## config.mk

```make
export PLATFORM = sky130hd
export DESIGN_NAME = spi_dac_tx
export DESIGN_NICKNAME = d
export VERILOG_FILES = /design/src/rtl/audio_spi_pkg.sv /design/src/rtl/spi_sck_gen.sv /design/src/rtl/spi_dac_tx.sv
export SDC_FILE = /design/constraint.sdc
export NUM_CORES = 1
export LEC_CHECK = 0
export CORE_MARGIN = 4
export CORE_UTILIZATION = 58
export DETAILED_ROUTE_END_ITERATION = 10
export GPL_TIMING_DRIVEN = 0
export PLACE_DENSITY_LB_ADDON = 0.05
export SLEW_MARGIN = 20
export SYNTH_ARGS = -nofsm -noshare
export SYNTH_HDL_FRONTEND = slang
export SYNTH_HIERARCHICAL = 1
export SYNTH_SLANG_ARGS = --single-unit
```

## constraint.sdc

```tcl
create_clock -name clock -period 3.3 [get_ports clock]
set_input_delay 0.99 -clock clock [delete_from_list [all_inputs] [get_ports clock]]
set_output_delay 0.99 -clock clock [all_outputs]
set_load 0.02 [all_outputs]
```

## src/rtl/audio_spi_pkg.sv

```systemverilog
// Shared constants and types for the audio SPI bus blocks.
// LTC2624 command/address codes, frame width and DAC transmitter states.
package audio_spi_pkg;

    localparam logic [3:0] LTC_CMD_WR_UPD = 4'b0011;
    localparam logic [3:0] LTC_ADDR_ALL   = 4'b1111;
    localparam int         FRAME_W        = 32;
    localparam int         BIT_CNT_W      = 5;

    typedef enum logic [1:0] {
        ST_IDLE,
        ST_LOAD,
        ST_SHIFT,
        ST_END
    } dac_state_t;

    function automatic logic [FRAME_W-1:0] ltc_frame(
        input logic [3:0]  cmd,
        input logic [3:0]  addr,
        input logic [11:0] sample
    );
        return {8'h00, cmd, addr, sample, 4'h0};
    endfunction

endpackage

```

## src/rtl/spi_sck_gen.sv

```systemverilog
// SPI clock phase generator: strobes for the SCK rise and the bit advance.
// Shared by the DAC transmitter and the ADC receiver.
module spi_sck_gen #(
    parameter int HALF_PERIOD = 2
) (
    input  logic i_clk,
    input  logic i_rst,
    input  logic i_en,
    output logic o_rise,
    output logic o_adv
);

    localparam int CW = (HALF_PERIOD > 1) ? $clog2(HALF_PERIOD) : 1;
    localparam logic [CW-1:0] LAST = CW'(HALF_PERIOD - 1);

    logic [CW-1:0] r_cnt;
    logic          r_phase;
    logic          w_tick;

    assign w_tick = i_en && (r_cnt == LAST);
    assign o_rise = w_tick & ~r_phase;
    assign o_adv  = w_tick & r_phase;

    // r_phase: 0 = SCK low half, 1 = SCK high half
    always_ff @(posedge i_clk or posedge i_rst) begin
        if (i_rst) begin
            r_cnt   <= '0;
            r_phase <= 1'b0;
        end else if (!i_en) begin
            r_cnt   <= '0;
            r_phase <= 1'b0;
        end else if (w_tick) begin
            r_cnt   <= '0;
            r_phase <= ~r_phase;
        end else begin
            r_cnt <= r_cnt + 1'b1;
        end
    end

endmodule

```

## src/rtl/spi_dac_tx.sv

```systemverilog
// LTC2624 serial transmitter: one 32-bit write-and-update frame per DAC window.
// Optional DAC_CLR_EN adds an active-low dac_clr pulse after reset.
module spi_dac_tx
    import audio_spi_pkg::*;
#(
    parameter int         DATA_W      = 12,
    parameter logic [3:0] CMD         = LTC_CMD_WR_UPD,
    parameter logic [3:0] ADDR        = LTC_ADDR_ALL,
    parameter int         HALF_PERIOD = 2
) (
    input  logic              clock,
    input  logic              reset,
    input  logic              enabledac,
    input  logic [DATA_W-1:0] sample_data,
    input  logic              sample_valid,
    output logic              sample_ready,
    output logic              spi_sck,
    output logic              spi_mosi,
    output logic              dac_cs,
    output logic              busy,
    output logic              frame_done
`ifdef DAC_CLR_EN
    ,
    output logic              dac_clr
`endif
);

    dac_state_t           r_state;
    logic                 r_en;
    logic                 r_full;
    logic [DATA_W-1:0]    r_hold;
    logic [DATA_W-1:0]    r_last;
    logic [FRAME_W-1:0]   r_shift;
    logic [BIT_CNT_W-1:0] r_bit;
    logic                 r_sck;
    logic                 r_mosi;
    logic                 r_cs;
    logic                 r_busy;
    logic                 r_done;

    logic                 w_armed;
    logic                 w_start;
    logic                 w_xfer;
    logic                 w_rise;
    logic                 w_adv;
    logic [DATA_W-1:0]    w_sample;
    logic [FRAME_W-1:0]   w_word;

`ifdef DAC_CLR_EN
    logic [2:0] r_clr_cnt;
    logic       r_clr_n;

    always_ff @(posedge clock or posedge reset) begin
        if (reset) begin
            r_clr_cnt <= 3'd0;
            r_clr_n   <= 1'b0;
        end else if (r_clr_cnt != 3'd4) begin
            r_clr_cnt <= r_clr_cnt + 3'd1;
            r_clr_n   <= (r_clr_cnt == 3'd3);
        end
    end

    assign dac_clr = r_clr_n;
    assign w_armed = r_clr_n;
`else
    assign w_armed = 1'b1;
`endif

    assign w_start  = enabledac & ~r_en & w_armed;
    assign w_xfer   = sample_valid & ~r_full;
    assign w_sample = r_full ? r_hold : r_last;
    assign w_word   = ltc_frame(CMD, ADDR, w_sample);

    assign sample_ready = ~r_full;
    assign spi_sck      = r_sck;
    assign spi_mosi     = r_mosi;
    assign dac_cs       = r_cs;
    assign busy         = r_busy;
    assign frame_done   = r_done;

    spi_sck_gen #(
        .HALF_PERIOD(HALF_PERIOD)
    ) u_sck (
        .i_clk (clock),
        .i_rst (reset),
        .i_en  (r_state == ST_SHIFT),
        .o_rise(w_rise),
        .o_adv (w_adv)
    );

    always_ff @(posedge clock or posedge reset) begin
        if (reset) begin
            r_en <= 1'b0;
        end else begin
            r_en <= enabledac;
        end
    end

    // A full register is never offered a transfer, so fill and drain never collide
    always_ff @(posedge clock or posedge reset) begin
        if (reset) begin
            r_full <= 1'b0;
            r_hold <= '0;
            r_last <= '0;
        end else begin
            if (w_xfer) begin
                r_full <= 1'b1;
                r_hold <= sample_data;
            end else if (r_state == ST_LOAD && r_full) begin
                r_full <= 1'b0;
            end
            if (r_state == ST_LOAD && r_full) begin
                r_last <= r_hold;
            end
        end
    end

    always_ff @(posedge clock or posedge reset) begin
        if (reset) begin
            r_state <= ST_IDLE;
            r_shift <= '0;
            r_bit   <= '0;
            r_sck   <= 1'b0;
            r_mosi  <= 1'b0;
            r_cs    <= 1'b1;
            r_busy  <= 1'b0;
            r_done  <= 1'b0;
        end else begin
            r_done <= 1'b0;
            unique case (r_state)
                ST_IDLE: begin
                    if (w_start) begin
                        r_state <= ST_LOAD;
                    end
                end
                ST_LOAD: begin
                    r_shift <= w_word;
                    r_mosi  <= w_word[FRAME_W-1];
                    r_bit   <= BIT_CNT_W'(FRAME_W - 1);
                    r_cs    <= 1'b0;
                    r_busy  <= 1'b1;
                    r_state <= ST_SHIFT;
                end
                ST_SHIFT: begin
                    if (w_rise) begin
                        r_sck <= 1'b1;
                    end else if (w_adv) begin
                        r_sck <= 1'b0;
                        if (r_bit == '0) begin
                            r_state <= ST_END;
                        end else begin
                            r_bit   <= r_bit - 1'b1;
                            r_shift <= {r_shift[FRAME_W-2:0], 1'b0};
                            r_mosi  <= r_shift[FRAME_W-2];
                        end
                    end
                end
                ST_END: begin
                    r_sck   <= 1'b0;
                    r_mosi  <= 1'b0;
                    r_cs    <= 1'b1;
                    r_busy  <= 1'b0;
                    r_done  <= 1'b1;
                    r_state <= ST_IDLE;
                end
            endcase
        end
    end

endmodule

```

Yosys cells after proc, flatten, opt, wreduce, memory -nomap -nowiden
Index checks and enable logic that the tools add are counted.

cells by class
  bitwise gates (word level) = 7
  $add $sub $neg = 2
  reduce and logical (&&, ||, !) cells = 14
  muxes and demuxes = 30
  equal/unequal tests = 10

operators with widths
  kind                                              number
  two-way mux 31 bit                                3
  case mux 31 bit (2 select lines)                  1
  two-way mux 5 bit                                 3
  two-way mux 1 bit                                 12
  two-way mux 12 bit                                1
  != test 2 bit, second input constant              6
  AND reduction 4 bit                               3
  case mux 5 bit (2 select lines)                   1
  nonzero test 2 bit                                5
  two-way mux 2 bit                                 4
  case mux 1 bit (2 select lines)                   4
  case mux 2 bit (4 select lines)                   1
  zero test 5 bit                                   1
  subtractor 5 x 1 -> 5 bit, second input constant  1
  bitwise AND 1 bit                                 4
  == test 2 bit, second input constant              2
  != test 3 bit, second input constant              1
  inverter 1 bit                                    3
  == test 2 x 1 -> 1 bit, second input constant     1
  logical AND 1 bit                                 2
  zero test 2 bit                                   1
  AND reduction 2 bit                               1
  OR reduction 2 bit                                1
  adder 1 bit, second input constant                1

word-level totals
  bits of input ports = 16
  logic and storage cells = 77
  output and inout port bits = 6
  register bits = 71

Logic depth before layout (Yosys ltp)
Gate-level depths: netlist of run 1.

  depth after elaboration = 6
  gate-level depth with buffers = 9
  gate-level depth less buffers = 8

Cells and area by module
The synthesis of run 1 kept the hierarchy.

by module, submodules not included
  module       instances  sequential area each (µm²)  cells each  area each (µm²)
  spi_dac_tx   1          1627.8                      253         2986.6
  spi_sck_gen  1          50.0                        9           92.6

Worst setup path after synthesis of run 1
No wires, ideal clock.

  path type = input to register
  from = in sample_valid
  to = reg r_hold[0]
  data required time = 3175 ps
  path slack = 1364 ps
  stages on the path = 3
  arrival = 1812 ps
  cells stage by stage = nor2b_1 > buf_2 > mux2_2

on the way
  cells in the longest elaborated chain, start to end = 1

RTL lines
  item                    line               RTL
  start: declaration      spi_dac_tx.sv:15   input logic sample_valid,
  bitwise AND 1 bit       spi_dac_tx.sv:70   assign w_xfer = sample_valid & ~r_full;
  end signal: assignment  spi_dac_tx.sv:108  r_hold <= sample_data;
  end: declaration        spi_dac_tx.sv:31   logic [DATA_W-1:0] r_hold;

Every way passes these cells.
A chain may end at the register's enable or synchronous reset.

Worst setup path after layout of run 1
  from = reg r_full
  to = out sample_ready

on the way
  cells in the longest elaborated chain, start to end = 1

RTL lines
  item                      line               RTL
  start: declaration        spi_dac_tx.sv:30   logic r_full;
  start signal: assignment  spi_dac_tx.sv:102  r_full <= 1'b0;
  start signal: assignment  spi_dac_tx.sv:107  r_full <= 1'b1;
  start signal: assignment  spi_dac_tx.sv:110  r_full <= 1'b0;
  inverter 1 bit            spi_dac_tx.sv:74   assign sample_ready = ~r_full;
  end: declaration          spi_dac_tx.sv:16   output logic sample_ready,

Every way passes these cells.

==> impl_metrics.csv, run 1 <==
group,metric,value,unit
worst_setup_path,cp.arrival,1850,ps
cells_and_area,nets,317,
drt,vias,2162,
worst_setup_path,endpoint_kind,"primary output",
pwr,power,2.05,mW
drt,wl,5.85,mm
cells_and_area,areaGrowthSynthToFinish,19.1,%
sta,fmax,352,MHz
drt,ant_nets,0,
run,drv_cap,0,
floorplanning,die_area,6540,um^2
sta,fin_crit_sh,86.0,%
placed_design,dpl_worst_slack,749,ps
synthesis,yosysWarnings,6,
cells_and_area,final_area,3670,um^2
synthesis,synth_top_area_share,53.6,%
pwr,p_leak,1.66,nW
clocking,cts_resized,0,
clocking,clk_pin_slew,70,ps
sta,rsz0062_at_grt,"no",
floorplanning,start_util,59.9,%
worst_setup_path,cp.required,2310,ps
cells_and_area,final_cells,370,
drt,drt_iter0_markers,145,
clocking,htreeDepth,3,
synthesis,yosysTopAreaCell,"dfrtp_1",
synthesis,synth_edf_count,0,
global_routing,grt_pass1_vias,2190,
placed_design,gp_congestion,0.816,
worst_setup_path,path_max_fanout,10,
synthesis,syn_area_per_cell,11.8,um^2
synthesis,synth_ff_type,"dfrtp_1",
clocking,cts_setup_buffers,0,
clocking,insertion_delay,340,ps
global_routing,groute.usage.overall,20.5,%
synthesis,ys_seq_elements,67,
cells_and_area,drive_above_1_share,22.7,%
drt,wl_per_cell,15.8,um
clocking,cts_hold_buffers,0,
floorplanning,core-area,5140,um^2
placed_design,placed_cells,354,
floorplanning,fp.dieH,80.9,um
global_routing,grt_pass1_wl,10.2,mm
synthesis,synth_area,3080,um^2
sta,worst_pin_slew,616,ps
drt,drc_errors,0,
cells_and_area,antenna_cells,0,
placed_design,placed_area,3410,um^2
worst_setup_path,critical_path_class,"flop to primary output",
sta,finalMaxSlewViolations,0,
sta,fin_skew,6.05,ps
sta,tns,0,ps
synthesis,ys_seq_area_share,54.5,%
drt,first_pass_iters,4,
floorplanning,die_w,80.9,um
synthesis,synth_area_leaders,"dfrtp_1 (54%), mux2_2 (13%), o22ai_1 (3.5%), a2bb2oi_1 (3.1%), a32oi_1 (2.6%)",
sta,setup_ws,462,ps
pwr,irDropWorstVdd,0.340,mV
status,status,"completed",
clocking,cts_buffer_depth,2,
placed_design,dp_hpwl,3.92,mm
global_routing,grt_max_degree,50,
cells_and_area,fillers,385,
global_routing,antenna_found_initial,0,
sta,finalSetupViolations,0,
synthesis,ys_types,43,
synthesis,syn_nets,284,
worst_setup_path,start_kind,"flop",
clocking,root_buffer,"clkbuf_8",
hold_path,hp-class,"flop to flop",
sta,slew_headroom,58.9,%
synthesis,synth_cells,262,
global_routing,overflow,0,
synthesis,async_flop_share,100,%
clocking,cts_sinks,67,
floorplanning,ioPinCount,22,
sta,hold_viol_final,0,
pwr,p_per_area,558,nW/um^2
floorplanning,rows,26,
clocking,numCtsBuffers,9,
clocking,cts_tree,"built",
sta,min_period,2840,ps
placed_design,port_buffers,21,
drt,via_per_inst,5.84,
final cells by class:
cell class	count	area (um^2)	share of cell area, %
buffer	18	98.8	2.70
clock buffer	12	165	4.50
clock inverter	4	95.1	2.59
inverter	10	40.0	1.09
multi-input combinational	167	1260	34.5
sequential	67	1680	45.8
tap	70	87.6	2.39
timing repair buffer	22	238	6.48
kinds of logic after synthesis:
logic type,after synthesis,synth area share [%]
flip-flops,67,54.5
AND/OR/NAND/NOR,56,9.47
buffers and inverters,28,4.43
XOR/XNOR,1,0.284
multiplexers,37,13.6
adder cells (fa/ha/maj),6,2.44
AO/OA/AOI/OAI,67,15.3
cells in the final DEF, fill, tap and decap left out, drive strengths merged, types with 2 or more instances in the layout:
| cell type | Yosys | final |
|---|---|---|
| dfrtp | 66 | 66 |
| nand2b | 3 | 3 |
| o21ai | 6 | 6 |
| nor2 | 15 | 15 |
| mux2 | 36 | 36 |
| bufinv | 0 | 3 |
| a22o | 2 | 2 |
| a22oi | 3 | 3 |
| nand3 | 12 | 12 |
| ha | 6 | 6 |
| clkbuf | 11 | 23 |
| a21o | 4 | 4 |
| o22ai | 17 | 17 |
| and2 | 2 | 2 |
| nand2 | 16 | 16 |
| buf | 7 | 8 |
| inv | 10 | 10 |
| a32oi | 9 | 9 |
| clkdlybuf4s50 | 0 | 21 |
| a2bb2oi | 11 | 11 |
| a21oi | 10 | 10 |
power breakdown:
| part | leakage, nW | switching, mW | total [mW] | internal (mW) |
|---|---|---|---|---|
| clock network | 0.133 | 0.299 | 0.862 | 0.563 |
| registers | 0.840 | 0.0549 | 0.960 | 0.905 |
| logic | 0.683 | 0.0797 | 0.223 | 0.143 |
metrics by stage:
stage	hold WS [ps]	util [%]
5_1_grt	522	71.3
3_5_place_dp	490	66.3
4_1_cts	504	71.3
6_report	505	71.3
2_1_floorplan	475	-
3_3_place_gp	473	65.7
cells in the mapped netlist (4+ instances only):
cell and count:
dfrtp_1 66, mux2_2 35, o22ai_1 17, nor2_1 15, nand2_1 14, nand3_1 12, a2bb2oi_1 11, a21oi_1 10
clkbuf_1 10, inv_1 10, a32oi_1 9, ha_1 6, o21ai_0 5, a21o_1 4, buf_2 4
registers in the layout, summed over array words and instances, names as in the netlist, 2 cells and up:
register / flops
r_hold: 12
r_shift: 27
r_last: 12
r_bit: 5
r_state: 2
worst max-delay path: stages, from the launching register on:
cell and delay [ps]:
dfrtp_1 330, clkbuf_1 270, buf_2 320, inv_1 60, clkdlybuf4s50_1 540
path summary, 6_finish.rpt:
kind                            startpoint            end  slack, ps  cells after the start
worst max-delay path                r_full   sample_ready        460                      4
worst min-delay path             r_last[5]      r_last[5]        500                      1
worst max register to register  r_state[0]     r_shift[8]       1010                      8
worst min register to register   r_last[5]      r_last[5]        500                      1
max in group asynchronous            reset         dac_cs       1790                      3
min in group asynchronous            reset  u_sck/r_phase        890                      2
routing by layer:
metal / routed length (um) / GRT usage [%]
met5: 0 / 0
met4: 104 / 8.61
met3: 184 / 4.10
met2: 2710 / 31.4
met1: 2860 / 28.7
No activity file was read; power rests on OpenSTA's default activity.
==> inputs of run 2 (changes only) <==
CORE_UTILIZATION = 59   (was 58)
PLACE_DENSITY = 0.85   (was not set)
PLACE_DENSITY_LB_ADDON = not set   (was 0.05)
TNS_END_PERCENT = 30   (was not set)
clock period = 3.5 ns   (was 3.3 ns; I/O delays follow)
==> run 2 against run 1 <==
  * Combinational power is 3% lower
  * Via count is 1.1% lower
  * Die area is 1.5% lower
  * Clock skew is 3.1 ps higher
  * Critical path type unchanged
  * Critical endpoint unchanged
  * Largest cell class unchanged
  * Highest routed layer unchanged
==> impl_metrics.csv, run 2 (synthesis results as in run 1) <==
group,metric,value,unit
status,status,"completed",
hold_path,hp-class,"flop to flop",
placed_design,dp_hpwl,3.84,mm
clocking,cts_tree,"built",
placed_design,port_buffers,21,
cells_and_area,largest_reg_flops,27,
drt,wl_per_cell,15.8,um
placed_design,gp_congestion,0.838,
clocking,cts_resized,0,
worst_setup_path,endpoint_kind,"primary output",
drt,ant_nets,0,
floorplanning,rows,26,
worst_setup_path,worstSetupStartpoint,"r_full",
floorplanning,die_area,6440,um^2
worst_setup_path,cp.arrival,1900,ps
pwr,pwr-share-seq,50.6,%
floorplanning,start_util,60.7,%
clocking,root_buffer,"clkbuf_8",
sta,tns,0,ps
sta,finalSetupViolations,0,
worst_setup_path,critical_path_class,"flop to primary output",
cells_and_area,top_register,"r_shift",
drt,wl,5.84,mm
clocking,cts_setup_buffers,0,
cells_and_area,antenna_cells,0,
global_routing,grt_pass1_wl,10.1,mm
drt,first_pass_iters,4,
cells_and_area,areaGrowthSynthToFinish,17.6,%
run,drv_cap,0,
worst_setup_path,path_max_fanout,10,
drt,via_per_inst,5.78,
worst_setup_path,r2r_setup_slack,1180,ps
sta,fin_crit_sh,84.3,%
global_routing,grt_pass1_vias,2153,
pwr,sw_frac_of_total,23.4,%
cells_and_area,reg_top3,"r_shift (27), r_hold (12), r_last (12)",
placed_design,placed_area,3410,um^2
sta,worst_pin_slew,585,ps
cells_and_area,nets,317,
sta,setup_ws,550,ps
pwr,power,1.79,mW
global_routing,groute.usage.overall,20.6,%
cells_and_area,layout_commonest_cell,"dfrtp_1",
global_routing,overflow,0,
sta,finalMaxSlewViolations,0,
hold_path,min_delay_path_depth,2,
clocking,cts_sinks,67,
worst_setup_path,worstReg2RegEnd,"r_shift[13]",
worst_setup_path,ff2ff_path_depth,8,
sta,fin_skew,9.15,ps
floorplanning,ioPinCount,22,
hold_path,hold_start,"busy",
floorplanning,die_w,80.2,um
clocking,cts_hold_buffers,0,
global_routing,grt_max_degree,50,
clocking,clk_pin_slew,70,ps
floorplanning,core-area,5070,um^2
drt,drc_errors,0,
global_routing,antenna_found_initial,0,
cells_and_area,final_area,3620,um^2
floorplanning,fp.dieH,80.2,um
hold_path,holdPathEnd,"busy",
clocking,cts_buffer_depth,2,
pwr,clockPowerShare,37.3,%
cells_and_area,final_cell_mix,"dfrtp_1 (66), mux2_2 (35), clkdlybuf4s50_1 (21)",
sta,rsz0062_at_grt,"no",
sta,hold_viol_final,0,
worst_setup_path,start_kind,"flop",
placed_design,dpl_worst_slack,875,ps
pwr,irDropWorstVdd,0.335,mV
sta,slew_headroom,61.0,%
clocking,insertion_delay,340,ps
clocking,numCtsBuffers,9,
pwr,switching_power,420,uW
worst_setup_path,cp.required,2450,ps
pwr,p_per_area,496,nW/um^2
drt,vias,2138,
sta,min_period,2950,ps
pwr,pwr-share-comb,12.1,%
pwr,p_int,1.37,mW
worst_setup_path,timing.rr.start,"r_state[0]",
sta,fmax,339,MHz
clocking,htreeDepth,3,
drt,drt_iter0_markers,176,
cells_and_area,drive_above_1_share,22.7,%
pwr,p_leak,1.63,nW
-- run 2: cell type report --
type | instances | area (um^2)
buffer | 18 | 98.8
clock buffer | 12 | 165
clock inverter | 4 | 47.5
fill | 355 | 1460
inverter | 10 | 40.0
multi-input combinational | 167 | 1260
sequential | 67 | 1680
tap | 70 | 87.6
timing repair buffer | 22 | 238
-- run 2: how the worst max path moves through the flow --
| stage | end | slack, ps | cells after the start |
|---|---|---|---|
| after detailed placement | r_hold[8] | 880 | 4 |
| after floorplan | busy | 830 | 1 |
| after CTS | sample_ready | 530 | 4 |
| final | sample_ready | 550 | 4 |
| after global placement | r_hold[3] | -270 | 2 |
| after global routing | sample_ready | 480 | 4 |
-- run 2: critical path: stages (launching register included) --
cell and delay [ps]:
dfrtp_1 340, clkbuf_1 270, buf_2 340, inv_1 70, clkdlybuf4s50_1 540
-- run 2: metrics by stage --
| stage | util (%) | cells | hold slack, ps |
|---|---|---|---|
| finish | 71.3 | 370 | 508 |
| global route | 71.3 | 370 | 522 |
| CTS | 71.3 | 370 | 505 |
| detailed placement | 67.1 | 354 | 488 |
| global placement | 66.5 | 353 | 472 |
| floorplan | - | 262 | 475 |
-- run 2: layer usage --
| layer | GRT usage [%] | up-vias | share of wire, % |
|---|---|---|---|
| li1 | - | 1026 | - |
| met1 | 28.1 | 1049 | 47 |
| met2 | 32.5 | 53 | 47 |
| met3 | 2.91 | 10 | 4.3 |
| met4 | 9.97 | 0 | 2.2 |
| met5 | 0 | - | 0 |
-- run 2: power by group through the flow --
stage	logic, mW	registers (mW)	clock network [mW]
3_5_place_dp	0.214	0.922	0
3_3_place_gp	0.202	0.916	0
2_1_floorplan	0.162	0.903	0
4_1_cts	0.220	0.909	0.683
6_report	0.217	0.908	0.669
5_1_grt	0.239	0.917	0.715
==> inputs of run 3 (changes only) <==
CORE_UTILIZATION = 58   (was 59)
PLACE_DENSITY = 0.84   (was 0.85)
clock period = 2.8 ns   (was 3.5 ns; I/O delays follow)
==> run 3 against run 2 <==
  * Global-route usage up 0.16 points
  * Final area down 0.55%
  * Count of clock-buffer cells in the layout up 1
  * Combinational power up 21%
  * Die area up 1.6%
  * Cell count down 0.54%
  * Sequential power up 27%
==> impl_metrics.csv, run 3 (synthesis results as in run 1) <==
group,metric,value,unit
clocking,cts_resized,0,
cells_and_area,largest_reg_flops,27,
global_routing,grt_pass1_wl,10.5,mm
pwr,power,2.20,mW
placed_design,gp_congestion,0.832,
pwr,irDropWorstVdd,0.323,mV
drt,via_per_inst,5.91,
sta,finalMaxSlewViolations,0,
global_routing,overflow,0,
clocking,insertion_delay,330,ps
global_routing,groute.usage.overall,20.8,%
cells_and_area,layout_commonest_cell,"dfrtp_1",
global_routing,antenna_found_initial,0,
clocking,cts_hold_buffers,0,
clocking,cts_tree,"built",
sta,slew_headroom,60.3,%
clocking,cts_buffer_depth,2,
clocking,root_buffer,"clkbuf_8",
drt,wl_per_cell,16.6,um
clocking,cts_setup_buffers,0,
floorplanning,die_w,80.9,um
pwr,p_leak,1.62,nW
hold_path,hp-class,"flop to flop",
placed_design,placed_cells,354,
sta,fin_skew,8.82,ps
sta,rsz0062_at_grt,"no",
global_routing,grt_max_degree,51,
sta,setup_ws,239,ps
placed_design,dp_hpwl,3.98,mm
run,drv_cap,0,
placed_design,dpl_worst_slack,387,ps
worst_setup_path,cp.required,1960,ps
floorplanning,ioPinCount,22,
drt,ant_nets,0,
clocking,cts_sinks,67,
drt,drc_errors,0,
cells_and_area,final_cells,368,
drt,drt_iter0_markers,173,
sta,hold_viol_final,0,
drt,wl,6.12,mm
sta,fin_crit_sh,91.5,%
cells_and_area,reg_top3,"r_shift (27), r_hold (12), r_last (12)",
pwr,p_per_area,611,nW/um^2
floorplanning,fp.dieH,80.9,um
floorplanning,start_util,59.9,%
floorplanning,core-area,5140,um^2
sta,finalSetupViolations,0,
cells_and_area,areaGrowthSynthToFinish,16.9,%
sta,worst_pin_slew,596,ps
worst_setup_path,cp.arrival,1720,ps
cells_and_area,final_cell_mix,"dfrtp_1 (66), mux2_2 (35), clkdlybuf4s50_1 (21)",
cells_and_area,antenna_cells,0,
global_routing,grt_pass1_vias,2318,
clocking,clk_pin_slew,70,ps
cells_and_area,drive_above_1_share,21.8,%
clocking,htreeDepth,3,
sta,min_period,2560,ps
cells_and_area,top_register,"r_shift",
clocking,numCtsBuffers,9,
drt,vias,2175,
worst_setup_path,path_max_fanout,10,
status,status,"completed",
worst_setup_path,start_kind,"flop",
cells_and_area,final_core_util,70.0,%
sta,fmax,390,MHz
worst_setup_path,endpoint_kind,"primary output",
floorplanning,rows,26,
worst_setup_path,critical_path_class,"flop to primary output",
cells_and_area,nets,316,
drt,first_pass_iters,4,
floorplanning,die_area,6540,um^2
placed_design,port_buffers,21,
-- run 3: cell type report --
class                      count  area [um^2]
sequential                    67         1680
fill                         380         1540
multi-input combinational    167         1260
timing repair buffer          22          238
clock buffer                  13          159
buffer                        17         97.6
tap                           70         87.6
inverter                      10         40.0
clock inverter                 2         35.0
-- run 3: final timing paths --
check,end,start,slack [ps],cells after the start
max,sample_ready,r_full,240,3
min,r_last[0],r_last[0],510,1
max reg2reg,r_shift[7],r_state[0],500,8
min reg2reg,r_last[0],r_last[0],510,1
max in group asynchronous,dac_cs,reset,1440,3
min in group asynchronous,u_sck/r_cnt,reset,740,2
-- run 3: where the power goes --
part / internal, mW / switching (mW) / total, mW
Clock: 0.455 / 0.339 / 0.793
Combinational: 0.169 / 0.0932 / 0.262
Sequential: 1.07 / 0.0778 / 1.15
Total: 1.69 / 0.510 / 2.20
-- run 3: routing by layer --
metal,vias to the layer above,global-route usage (%),part of all wire [%],wire length [um]
met5,-,0,0,0
met4,0,9.63,2.5,155
met3,18,3.88,4.1,250
met2,56,33.5,49,2980
met1,1077,27.3,45,2730
li1,1024,-,-,-
-- run 3: critical path: stages, from the launching register on --
cell and delay [ps]:
dfrtp_1 470, clkbuf_4 250, inv_1 70, clkdlybuf4s50_1 600
-- run 3: stage by stage --
stage          hold slack, ps  cell area (um^2)  TNS [ps]
6_report                  506              3600         0
4_1_cts                   508              3600         0
3_5_place_dp              491              3410         0
5_1_grt                   526              3600         0
3_3_place_gp              472              3380    -49600
2_1_floorplan             475              3080         0
